[config.mk]
export PLATFORM = sky130hd
export DESIGN_NAME = bit_deserializer
export DESIGN_NICKNAME = d
export VERILOG_FILES = /design/src/rtl/deser_pkg.sv /design/src/rtl/bit_demux.sv /design/src/rtl/bit_deserializer.sv
export SDC_FILE = /design/constraint.sdc
export NUM_CORES = 1
export LEC_CHECK = 0
export ABC_AREA = 1
export CORE_MARGIN = 2
export CORE_UTILIZATION = 40
export CTS_CLUSTER_SIZE = 24
export DETAILED_ROUTE_END_ITERATION = 10
export DONT_BUFFER_PORTS = 1
export PLACE_DENSITY_LB_ADDON = 0.08
export SKIP_CTS_REPAIR_TIMING = 1
export SLEW_MARGIN = 10
export SYNTH_ARGS = -nofsm -noshare
export SYNTH_HDL_FRONTEND = slang
export SYNTH_SLANG_ARGS = --single-unit
[constraint.sdc]
create_clock -name Clock -period 4.26 [get_ports Clock]
set_input_delay 0.639 -clock Clock [delete_from_list [all_inputs] [get_ports Clock]]
set_output_delay 0.639 -clock Clock [all_outputs]
set_load 0.01 [all_outputs]
[src/rtl/deser_pkg.sv]
// -----------------------------------------------------------------------------
// deser_pkg
// Shared definitions for the bit deserializer:
//   DEFAULT_WIDTH : default number of bits per assembled word
//   state_e       : controller states (IDLE, SHIFT, DONE)
// -----------------------------------------------------------------------------
package deser_pkg;

    localparam int DEFAULT_WIDTH = 8;

    typedef enum logic [1:0] {
        IDLE  = 2'd0,
        SHIFT = 2'd1,
        DONE  = 2'd2
    } state_e;

endpackage : deser_pkg

[src/rtl/bit_demux.sv]
// -----------------------------------------------------------------------------
// bit_demux
// Combinational 1:N write decoder. It turns a bit index plus a write enable
// into a one-hot mask that selects the single shadow bit to be written.
// Ports:
//   idx_i  : bit position to write (IDX_W bits)
//   we_i   : write enable; when low the mask is all zeros
//   mask_o : one-hot write mask (WIDTH bits)
// -----------------------------------------------------------------------------
module bit_demux
    import deser_pkg::*;
#(
    parameter int WIDTH = DEFAULT_WIDTH,
    parameter int IDX_W = $clog2(WIDTH)
) (
    input  logic [IDX_W-1:0] idx_i,
    input  logic             we_i,
    output logic [WIDTH-1:0] mask_o
);

    generate
        for (genvar gi = 0; gi < WIDTH; gi++) begin : g_dec
            assign mask_o[gi] = we_i && (idx_i == IDX_W'(gi));
        end
    endgenerate

endmodule : bit_demux

[src/rtl/bit_deserializer.sv]
// -----------------------------------------------------------------------------
// bit_deserializer
// Assembles WIDTH serial bits (LSB first) into a parallel word.
// Ports:
//   Clock    : single clock, all state updates on the rising edge
//   Reset    : synchronous active-high reset, highest priority
//   Start    : begin a new word (honoured in IDLE and DONE)
//   Abort    : drop the word in progress and go to IDLE (beats Start)
//   SerialIn : serial data bit
//   InValid  : SerialIn is valid this cycle (used only in SHIFT)
//   ParOut   : last completed word, updated only on the completion edge
//   OutValid : one-cycle pulse while in DONE
//   Busy     : high while in SHIFT
//   BitIndex : position the next valid bit will be written to
// -----------------------------------------------------------------------------
module bit_deserializer
    import deser_pkg::*;
#(
    parameter int WIDTH = DEFAULT_WIDTH,
    parameter int IDX_W = $clog2(WIDTH)
) (
    input  logic             Clock,
    input  logic             Reset,
    input  logic             Start,
    input  logic             Abort,
    input  logic             SerialIn,
    input  logic             InValid,
    output logic [WIDTH-1:0] ParOut,
    output logic             OutValid,
    output logic             Busy,
    output logic [IDX_W-1:0] BitIndex
);

    state_e             state_q, state_d;
    logic [IDX_W-1:0]   idx_q, idx_d;
    logic [WIDTH-1:0]   shadow_q, shadow_d;
    logic [WIDTH-1:0]   par_q, par_d;

    logic               bit_we;
    logic [WIDTH-1:0]   bit_mask;
    logic [WIDTH-1:0]   shadow_wr;
    logic               last_bit;

    // A bit is written only in SHIFT, and an abort suppresses the write.
    assign bit_we = (state_q == SHIFT) && InValid && !Abort;

    bit_demux #(
        .WIDTH (WIDTH),
        .IDX_W (IDX_W)
    ) u_bit_demux (
        .idx_i  (idx_q),
        .we_i   (bit_we),
        .mask_o (bit_mask)
    );

    // Shadow word with the current bit merged in; also the value published
    // on completion so the final bit lands in ParOut on the same edge.
    assign shadow_wr = (shadow_q & ~bit_mask) | (bit_mask & {WIDTH{SerialIn}});
    assign last_bit  = (idx_q == IDX_W'(WIDTH - 1));

    always_comb begin
        state_d  = state_q;
        idx_d    = idx_q;
        shadow_d = shadow_q;
        par_d    = par_q;

        case (state_q)
            IDLE, DONE: begin
                // DONE lasts exactly one cycle; Start here chains the next word.
                state_d = IDLE;
                if (!Abort && Start) begin
                    state_d  = SHIFT;
                    idx_d    = '0;
                    shadow_d = '0;
                end
            end

            SHIFT: begin
                if (Abort) begin
                    state_d = IDLE;
                    idx_d   = '0;
                end else if (InValid) begin
                    shadow_d = shadow_wr;
                    if (last_bit) begin
                        state_d = DONE;
                        idx_d   = '0;
                        par_d   = shadow_wr;
                    end else begin
                        idx_d = idx_q + IDX_W'(1);
                    end
                end
            end

            default: begin
                state_d = IDLE;
                idx_d   = '0;
            end
        endcase
    end

    always_ff @(posedge Clock) begin
        if (Reset) begin
            state_q  <= IDLE;
            idx_q    <= '0;
            shadow_q <= '0;
            par_q    <= '0;
        end else begin
            state_q  <= state_d;
            idx_q    <= idx_d;
            shadow_q <= shadow_d;
            par_q    <= par_d;
        end
    end

    assign ParOut   = par_q;
    assign OutValid = (state_q == DONE);
    assign Busy     = (state_q == SHIFT);
    assign BitIndex = idx_q;

endmodule : bit_deserializer

==> results.yml <==
global_route:
  met3_usage: 0.02679
  globalRouteMet1Util: 0.1845
  grt_max_degree: 24
  grt_pass1_wl_mm: 3.857
  busiest_layer: "met2"
  grt_use_met2: 0.2516
  antenna_found_initial: 0
  first_global_vias: 892
  grtUsageTotal: 0.1494
  overflow: 0
synthesis:
  synth_ff_type: "dfxtp_1"
  synthTopCellsByCount: "52 x nand2_1, 31 x inv_1, 21 x nor2_1, 20 x dfxtp_1, 14 x nand3_1"
  synth_top_cell_by_area: "dfxtp_1"
  synth_fp_nets: 190
  synth_most_common_cell: "nand2_1"
  postSynth.asyncResetShare: 0
  synth_top_area_frac: 0.3441
  yosys_warnings: 0
  synthDistinctLibCells: 21
  ys_seq_area_frac: 0.3441
  syn_avg_cell_area_um2: 6.537
  netlist_area_mm2: 0.001164
  postSynthCellCount: 178
  netlist_top_cells_area: "dfxtp_1 34%, nand2_1 17%, inv_1 10%"
  synth_edf_count: 0
  ys_ff_latch: 20
min_path:
  hold_path_depth: 1
  hp-class: "in -> reg"
cts:
  cts.path.max_buffers: 2
  root_buffer: "clkbuf_4"
  cts-htree-levels: 1
  cts_tree: "yes"
  cts_sinks: 20
  clkTransAtPathRegs_ns: 0.11
  cts_buffers: 3
  clock_latency_ns: 0.30
timing:
  relSlewSlack: 0.5874
  fmax_mhz: 590.4
  clock_skew_ns: 0.009082
  grt_setup_unrepaired: "no"
  fin_tns_setup_ns: 0
  min_period_ns: 1.694
  tightest_slew_ns: 0.6148
  min_period_over_period: 0.3976
  hold_viol_final: 0
  setup_viol: 0
  drv_slew: 0
setup_path:
  crit_fanout: 16
  critPathRequiredTime_ns: 4.52
  crit_arrival_ns: 1.95
  cp-end-kind: "register"
  path_class: "reg -> reg"
  reg2regPathDepth: 8
  cp-start-kind: "register"
place:
  place.gp.congestion: 0.7427
  io_buffers: 0
  hpwl_mm: 1.588
layout:
  syn2layout_area_growth_pct: 1.398
  drive_gt1_frac: 0.1029
  antennaDiodeCount: 0
  finalNetCount: 189
power:
  p_leak_uw: 0.0005497
  total_power_uw: 298.1
  peakVddDrop_v: 0.0001361
  powerDensity_mw_per_mm2: 252.6
die:
  core_mm2: 0.002758
  boundaryPins: 19
  initial_core_util: 0.4220
  die_area_mm2: 0.003356
  die-width_um: 57.94
  rows: 19
  die_h_um: 57.94
detailed_routing:
  routed_wl_mm: 2.208
  wl_per_cell_um: 10.72
  via_per_inst: 4.694
  ant_nets: 0
  vias: 967
  route.detailed.drc: 0
  drt-pass1-iter-count: 4
  drtIter0Drc: 44
job:
  cap_violations: 0
status:
  status: "completed"
-- final timing paths --
path,slack (ns),end,start
min reg2reg,0.47,shadow_q[6],shadow_q[6]
max,2.57,ParOut[0],BitIndex[1]
min,0.39,shadow_q[1],Reset
max reg2reg,2.57,ParOut[0],BitIndex[1]
-- power breakdown --
group	switching [uW]	leakage, uW	total (uW)	internal (uW)
Combinational	13.0	0.000375	18.3	5.35
Sequential	2.21	0.000161	191	188
Clock	56.3	0.0000138	89.2	32.9
-- state kept, by name, indices dropped and copies added (netlist names) --
name and flops:
shadow_q 7, BitIndex 3, ParOut 8, state_q 2
-- area by class of cell --
class / count / area [um^2]
Clock buffer: 3 / 22.52
Multi-Input combinational cell: 120 / 598.1
Sequential cell: 20 / 400.4
Fill cell: 300 / 1578
Inverter: 32 / 120.1
Tap cell: 31 / 38.79
-- worst max-delay path: stages, from the launching register on --
cell	delay (ns)
dfxtp_1	0.48
ha_1	0.22
ha_1	0.21
nand3_1	0.14
nor2_4	0.33
nor2_1	0.08
nor2_1	0.10
nand2_1	0.06
inv_1	0.04
-- cell usage in the layout (no fill, tap or decap) --
cell / n
nand2_1: 52
inv_1: 31
nor2_1: 21
dfxtp_1: 20
nand3_1: 14
a21oi_1: 10
nand2_2: 6
ha_1: 6
nand3_2: 3
clkbuf_4: 3
nor2_4: 2
nor2_2: 1
inv_2: 1
o21ai_1: 1
a21oi_2: 1
o21ai_0: 1
o21ai_2: 1
nor3_1: 1
-- per-stage QoR --
| step | instance area [um^2] | utilization | hold slack, ns | setup slack [ns] | instances |
|---|---|---|---|---|---|
| 3_3_place_gp | 1157 | 0.4197 | 0.4467 | 2.572 | 203 |
| 4_1_cts | 1180 | 0.4279 | 0.3812 | 2.531 | 206 |
| 3_5_place_dp | 1157 | 0.4197 | 0.4503 | 2.529 | 203 |
| 5_1_grt | 1180 | 0.4279 | 0.3667 | 2.346 | 206 |
| 2_1_floorplan | 1164 | - | 0.4453 | 2.754 | 178 |
| 6_report | 1180 | 0.4279 | 0.3933 | 2.566 | 206 |
-- cell families after synthesis --
group,after synthesis,synth area share
and+or+nand+nor,100,0.3828
buffers and inverters,38,0.1419
DFF,20,0.3441
AOI/OAI and AO/OA,14,0.06666
adders and majority gates,6,0.06451
-- layer usage --
layer	up-vias	wire length, um
li1	528	-
met5	-	0
met4	0	18
met3	2	98
met2	14	1034
met1	423	1056
Note: power is estimated with default switching activity, not from simulation.
